### src/rtl/traffic_pkg.sv
// Shared types, colour codes, default phase durations and helpers for the intersection sequencer.
// Latency: n/a (types and pure functions only).
// Backpressure: n/a.
package traffic_pkg;

    typedef enum logic [2:0] {
        A_GREEN  = 3'd0,
        A_YELLOW = 3'd1,
        RED1     = 3'd2,
        B_GREEN  = 3'd3,
        B_YELLOW = 3'd4,
        RED2     = 3'd5,
        FLASH    = 3'd6
    } state_t;

    // One light is {B,G,R}; yellow is red plus green, blue never lit.
    localparam logic [2:0] RED    = 3'b001;
    localparam logic [2:0] GREEN  = 3'b010;
    localparam logic [2:0] YELLOW = 3'b011;
    localparam logic [2:0] OFF    = 3'b000;

    localparam int DEF_GREEN_TIME   = 20;
    localparam int DEF_YELLOW_TIME  = 4;
    localparam int DEF_ALL_RED_TIME = 2;
    localparam int DEF_PED_CUT      = 5;

    // Integer 0..99 to two packed BCD digits {tens, ones}.
    function automatic logic [7:0] to_bcd(input int v);
        logic [7:0] tens;
        logic [7:0] ones;
        tens = 8'(v / 10);
        ones = 8'(v % 10);
        return {tens[3:0], ones[3:0]};
    endfunction

    // Fixed sequencing order of the normal cycle; FLASH never advances by tick.
    function automatic state_t next_phase(input state_t s);
        case (s)
            A_GREEN:  return A_YELLOW;
            A_YELLOW: return RED1;
            RED1:     return B_GREEN;
            B_GREEN:  return B_YELLOW;
            B_YELLOW: return RED2;
            RED2:     return A_GREEN;
            default:  return RED2;
        endcase
    endfunction

    // LED pattern {light B, light A} for a state; blink only matters in FLASH.
    function automatic logic [5:0] rgb_of(input state_t s, input logic blink);
        case (s)
            A_GREEN:  return {RED, GREEN};
            A_YELLOW: return {RED, YELLOW};
            RED1:     return {RED, RED};
            B_GREEN:  return {GREEN, RED};
            B_YELLOW: return {YELLOW, RED};
            RED2:     return {RED, RED};
            default:  return blink ? {YELLOW, YELLOW} : {OFF, OFF};
        endcase
    endfunction

endpackage

### src/rtl/bcd_down_counter.sv
// Two-digit BCD down counter holding the remaining seconds of the current phase.
// Latency: load/dec take effect on the next rising edge; load wins over dec.
// Backpressure: none; controls are sampled every cycle.
module bcd_down_counter #(
    parameter logic [7:0] RESET_VAL = 8'h20
) (
    input  logic       clk,
    input  logic       rst_n,
    input  logic       load_vld,
    input  logic [7:0] load_dat,
    input  logic       dec,
    output logic [7:0] cnt,
    output logic       is_one
);

    // Reset, then load, then a BCD decrement that borrows from tens when ones is 0.
    always_ff @(posedge clk) begin
        if (!rst_n) begin
            cnt <= RESET_VAL;
        end else if (load_vld) begin
            cnt <= load_dat;
        end else if (dec) begin
            if (cnt[3:0] == 4'd0) begin
                cnt <= {cnt[7:4] - 4'd1, 4'd9};
            end else begin
                cnt <= {cnt[7:4], cnt[3:0] - 4'd1};
            end
        end
    end

    assign is_one = (cnt == 8'h01);

endmodule

### src/rtl/traffic_light_controller.sv
// Two-way intersection sequencer: phase FSM, BCD countdown, pedestrian latch and flashing mode.
// Latency: every output is registered, 1 cycle after tick/SW/PED_BTN is sampled.
// Backpressure: none; tick, SW and PED_BTN are sampled every cycle and never stalled.
module traffic_light_controller
    import traffic_pkg::*;
#(
    parameter int GREEN_TIME   = DEF_GREEN_TIME,
    parameter int YELLOW_TIME  = DEF_YELLOW_TIME,
    parameter int ALL_RED_TIME = DEF_ALL_RED_TIME,
    parameter int PED_CUT      = DEF_PED_CUT
) (
    input  logic       inputCLK,
    input  logic       resetN,
    input  logic       tick,
    input  logic       SW,
    input  logic       PED_BTN,
    output logic [3:0] Q,
    output logic [3:0] R,
    output logic [5:0] RGB_LED,
    output logic       PED_PENDING
);

    localparam logic [7:0] GREEN_BCD  = to_bcd(GREEN_TIME);
    localparam logic [7:0] YELLOW_BCD = to_bcd(YELLOW_TIME);
    localparam logic [7:0] RED_BCD    = to_bcd(ALL_RED_TIME);
    localparam logic [7:0] PED_BCD    = to_bcd(PED_CUT);

    state_t     state;
    state_t     state_nxt;
    logic       blink;
    logic       blink_nxt;
    logic       ped_pending;
    logic [5:0] rgb;
    logic       cnt_load_vld;
    logic [7:0] cnt_load_dat;
    logic       cnt_dec;
    logic [7:0] cnt;
    logic       cnt_is_one;

    function automatic logic [7:0] dur_of(input state_t s);
        case (s)
            A_GREEN, B_GREEN:   return GREEN_BCD;
            A_YELLOW, B_YELLOW: return YELLOW_BCD;
            RED1, RED2:         return RED_BCD;
            default:            return 8'h00;
        endcase
    endfunction

    bcd_down_counter #(
        .RESET_VAL(GREEN_BCD)
    ) u_cnt (
        .clk      (inputCLK),
        .rst_n    (resetN),
        .load_vld (cnt_load_vld),
        .load_dat (cnt_load_dat),
        .dec      (cnt_dec),
        .cnt      (cnt),
        .is_one   (cnt_is_one)
    );

    // Next state and counter controls; priority is flash entry, flash exit, phase end, truncation, decrement.
    always_comb begin
        state_nxt    = state;
        blink_nxt    = blink;
        cnt_load_vld = 1'b0;
        cnt_load_dat = 8'h00;
        cnt_dec      = 1'b0;
        if (state != FLASH && !SW) begin
            state_nxt    = FLASH;
            blink_nxt    = 1'b1;
            cnt_load_vld = 1'b1;
            cnt_load_dat = 8'h00;
        end else if (state == FLASH) begin
            if (SW) begin
                state_nxt    = RED2;
                blink_nxt    = 1'b1;
                cnt_load_vld = 1'b1;
                cnt_load_dat = RED_BCD;
            end else if (tick) begin
                blink_nxt = !blink;
            end
        end else if (tick && cnt_is_one) begin
            state_nxt    = next_phase(state);
            cnt_load_vld = 1'b1;
            cnt_load_dat = dur_of(next_phase(state));
        end else if (state == B_GREEN && (ped_pending || PED_BTN) && cnt > PED_BCD) begin
            // A press seen this cycle truncates immediately, so count and latch show together.
            cnt_load_vld = 1'b1;
            cnt_load_dat = PED_BCD;
        end else if (tick) begin
            cnt_dec = 1'b1;
        end
    end

    // Phase FSM with registered lights and pedestrian latch; latch is cleared in A_GREEN and FLASH.
    always_ff @(posedge inputCLK) begin
        if (!resetN) begin
            state       <= A_GREEN;
            blink       <= 1'b1;
            ped_pending <= 1'b0;
            rgb         <= rgb_of(A_GREEN, 1'b1);
        end else begin
            state       <= state_nxt;
            blink       <= blink_nxt;
            ped_pending <= (state_nxt == A_GREEN || state_nxt == FLASH) ? 1'b0
                                                                       : (ped_pending | PED_BTN);
            rgb         <= rgb_of(state_nxt, blink_nxt);
        end
    end

    assign Q           = cnt[3:0];
    assign R           = cnt[7:4];
    assign RGB_LED     = rgb;
    assign PED_PENDING = ped_pending;

endmodule
### config.mk
export PLATFORM = sky130hd
export DESIGN_NAME = traffic_light_controller
export DESIGN_NICKNAME = d
export VERILOG_FILES = /design/src/rtl/traffic_pkg.sv /design/src/rtl/bcd_down_counter.sv /design/src/rtl/traffic_light_controller.sv
export SDC_FILE = /design/constraint.sdc
export NUM_CORES = 1
export LEC_CHECK = 0
export CAP_MARGIN = 20
export CORE_MARGIN = 2
export CORE_UTILIZATION = 46
export DETAILED_ROUTE_END_ITERATION = 7
export GPL_TIMING_DRIVEN = 0
export PLACE_DENSITY = 0.77
export SKIP_CTS_REPAIR_TIMING = 1
export SLEW_MARGIN = 30
export SYNTH_ARGS = -nofsm -noshare
export SYNTH_HDL_FRONTEND = slang
export SYNTH_SLANG_ARGS = --single-unit
### constraint.sdc
create_clock -name inputCLK -period 2.26 [get_ports inputCLK]
set_input_delay 0.226 -clock inputCLK [delete_from_list [all_inputs] [get_ports inputCLK]]
set_output_delay 0.226 -clock inputCLK [all_outputs]
set_load 0.02 [all_outputs]
==> metrics.yaml <==
place:
  hpwl_mm: 1.89
  place.gp.congestion: 0.893
  portBuffers: 16
power:
  ir_drop_uv: 394
  leakage_nw: 0.544
  power_density_mw_per_mm2: 546
min_path:
  holdPathStages: 3
  worstHoldStart: "SW"
  whs_endpoint: "RGB_LED[3]$_SDFF_PN1_"
  hp-class: "input port to register"
timing:
  hold_viol: 0
  report.final.slew_viol_count: 0
  skew_ns: 0.00683
  fin_setup_tns_ns: 0
  fin_crit_ns: 2.26
  fmax_ghz: 0.443
  fin_crit_sh_pct: 99.9
  rsz0062_at_grt: "true"
  setup_viol: 0
  worst_pin_slew_ns: 0.517
  slew_headroom_pct: 65.4
die:
  io_pins: 20
  rows: 17
  core-area_mm2: 0.00223
  die_h_um: 53.0
  die_w_um: 53.0
  initial_core_util_pct: 49.5
  fp.dieArea_mm2: 0.00281
logic_synthesis:
  synth_edf_count: 0
  syn_inst: 131
  yosys_warnings: 0
  netlist_area_mm2: 0.00110
  synth-simple-area-share_pct: 29.1
  ys_async_sr_fraction_pct: 0
  yosysSeqAreaShare_pct: 30.8
  synth_flop_cell: "dfxtp_1"
  synth_xor_area_share_pct: 3.96
  synth.avg_cell_area_um2: 8.43
  synth_fa_ha_area_share_pct: 1.13
  synth_top_family_by_area: "simple AND/OR/NAND/NOR gates"
  synth-compound-area-share_pct: 28.3
  synthMuxAreaShare_pct: 0.906
  ys_types: 48
  ys_ff_latch: 17
setup_path:
  r2r-end: "u_cnt.cnt[5]$_SDFFE_PN1P_"
  crit_type: "register to register"
  crit_path_start_kind: "register"
  cp.required_ns: 2.44
  timing.rr.start: "u_cnt.cnt[4]$_SDFFE_PN0P_"
  worst_ep_arrival_time_ns: 2.44
  endpoint_kind: "register"
  ff2ff_path_depth: 7
  crit_fanout: 4
  rrSetupSlack_ns: 0.002
drt:
  drtIter0Drc: 23
  wirelength_mm: 2.80
  firstDrtPassIters: 4
  vias_per_cell: 5.98
  ant_nets: 0
  wire_per_inst_um: 14.8
  via_count: 1136
  drc: 0
final_layout:
  fin_util_pct: 64.8
  area_growth_pct: 31.0
  regArea_um2: 345
  diodes: 0
  fillers: 197
  nets: 169
  drive_gt1_share_pct: 20.4
  multi_input_area_um2: 746
grt:
  grt_max_degree: 11
  antenna_found_initial: 0
  overflow: 0
  grt_pass1_vias: 1039
  grt_pass1_wl_mm: 4.70
  grt_use_total_pct: 22.6
clocking:
  clk_pin_slew_worst_paths_ns: 0.09
  cts_tree: "done"
  clk_latency_ns: 0.30
  numClockSinks: 17
  cts_buffer_depth: 2
  cts_root_buffer: "clkbuf_4"
  cts_max_level: 1
  numCtsBuffers: 3
flow_run:
  maxCapViolCount: 0
status:
  status: "completed"
==> synth_stat cells (2+ instances only) <==
cell	number	area [um^2]
dfxtp_1	17	340
buf_4	2	15.0
nand3b_1	3	22.5
nor2b_1	4	25.0
o22ai_1	2	12.5
or2_2	2	12.5
o21ai_0	10	50.1
inv_1	6	22.5
a31o_2	2	17.5
nand2_1	10	37.5
xnor2_1	3	26.3
nand2b_1	4	25.0
a2111oi_0	2	17.5
nand3_1	6	30.0
nor2_1	7	26.3
nor3_1	5	25.0
o311a_1	2	20.0
xor2_1	2	17.5
clkbuf_1	6	22.5
a21oi_1	8	40.0
==> placed cells by master, fill, tap and decap left out, drive strengths merged, types with 2 or more instances in the layout <==
| master | netlist | layout |
|---|---|---|
| nor3 | 5 | 5 |
| a211oi | 2 | 2 |
| xor2 | 2 | 2 |
| dfxtp | 17 | 17 |
| conb | 1 | 2 |
| or2 | 2 | 2 |
| clkdlybuf4s50 | 0 | 16 |
| a31o | 2 | 2 |
| nand2 | 10 | 10 |
| inv | 6 | 6 |
| nand3b | 3 | 3 |
| a21oi | 8 | 8 |
| o21ai | 10 | 10 |
| nor2b | 4 | 4 |
| xnor2 | 3 | 3 |
| a2111oi | 2 | 2 |
| nand2b | 4 | 4 |
| buf | 2 | 12 |
| o22ai | 2 | 2 |
| clkbuf | 6 | 10 |
| o311a | 2 | 2 |
| nor2 | 7 | 7 |
| nor4b | 2 | 2 |
| nand3 | 6 | 6 |
==> registers in the layout, indices dropped and copies added (netlist names) <==
| name | cells |
|---|---|
| u_cnt.cnt | 8 |
| blink | 1 |
| RGB_LED | 4 |
| PED_PENDING | 1 |
| state | 3 |
==> cell type report <==
class	instances	area share (%)
flip-flops and latches	17	23.9
clock buffers	4	1.82
inverters	6	1.56
well taps	28	2.42
plain buffers	8	2.59
repair buffers	26	16.2
multi-input cells	101	51.5
==> power breakdown <==
part | internal (W) | switching [W] | leakage, nW
Combinational | 0.000138 | 0.000142 | 0.389
Clock | 0.0000688 | 0.0000987 | 0.0150
Sequential | 0.000320 | 0.0000225 | 0.141
Total | 0.000527 | 0.000264 | 0.544
==> layer usage <==
layer	global-route usage (%)	share of wire (%)	wire [um]
met5	0	0	0
met3	2.82	5.3	148
met4	12.8	2.1	58
met1	28.7	44	1230
met2	36.5	49	1370
==> how the worst max path moves through the flow <==
stage                                      endpoint                       from  cells past startpoint  slack [ns]
after CTS                 u_cnt.cnt[5]$_SDFFE_PN1P_  u_cnt.cnt[4]$_SDFFE_PN0P_                      7       -0.09
after global routing      u_cnt.cnt[5]$_SDFFE_PN1P_  u_cnt.cnt[4]$_SDFFE_PN0P_                      7       -0.03
after detailed placement  u_cnt.cnt[5]$_SDFFE_PN1P_  u_cnt.cnt[4]$_SDFFE_PN0P_                      7       -0.07
final                     u_cnt.cnt[5]$_SDFFE_PN1P_  u_cnt.cnt[4]$_SDFFE_PN0P_                      7       0.002
after global placement        RGB_LED[3]$_SDFF_PN1_                       tick                      6       -0.03
after floorplan           u_cnt.cnt[5]$_SDFFE_PN1P_  u_cnt.cnt[4]$_SDFFE_PN0P_                      7        0.05
==> cell families (layout without fill, tap and decap cells) <==
group           count (synthesis)  in the layout
compound gates                 41             41
xor+xnor                        5              5
fa+ha+maj                       1              1
buf+inv                        14             44
flops                          17             17
mux                             1              1
other cells                     1              2
simple gates                   51             51
==> stage by stage <==
step | area [um^2] | total power [W] | worst slack (ns) | std cells | hold slack [ns]
after global routing | 1450 | 0.000835 | -0.0348 | 190 | 0.485
after floorplan | 1110 | 0.000511 | 0.0547 | 132 | 0.381
final | 1450 | 0.000791 | 0.00249 | 190 | 0.451
after CTS | 1330 | 0.000753 | -0.0911 | 180 | 0.420
after global placement | 1300 | 0.000577 | -0.0345 | 176 | 0.473
after detailed placement | 1300 | 0.000584 | -0.0710 | 176 | 0.486
==> worst max-delay path, cell delays in order (launching register included) <==
cell	delay, ns
dfxtp_4	0.37
inv_2	0.06
ha_4	0.14
or4b_4	0.50
o211ai_4	0.29
nor4b_4	0.08
or3_4	0.41
o32a_1	0.29
No activity file was read; power rests on OpenSTA's default activity.
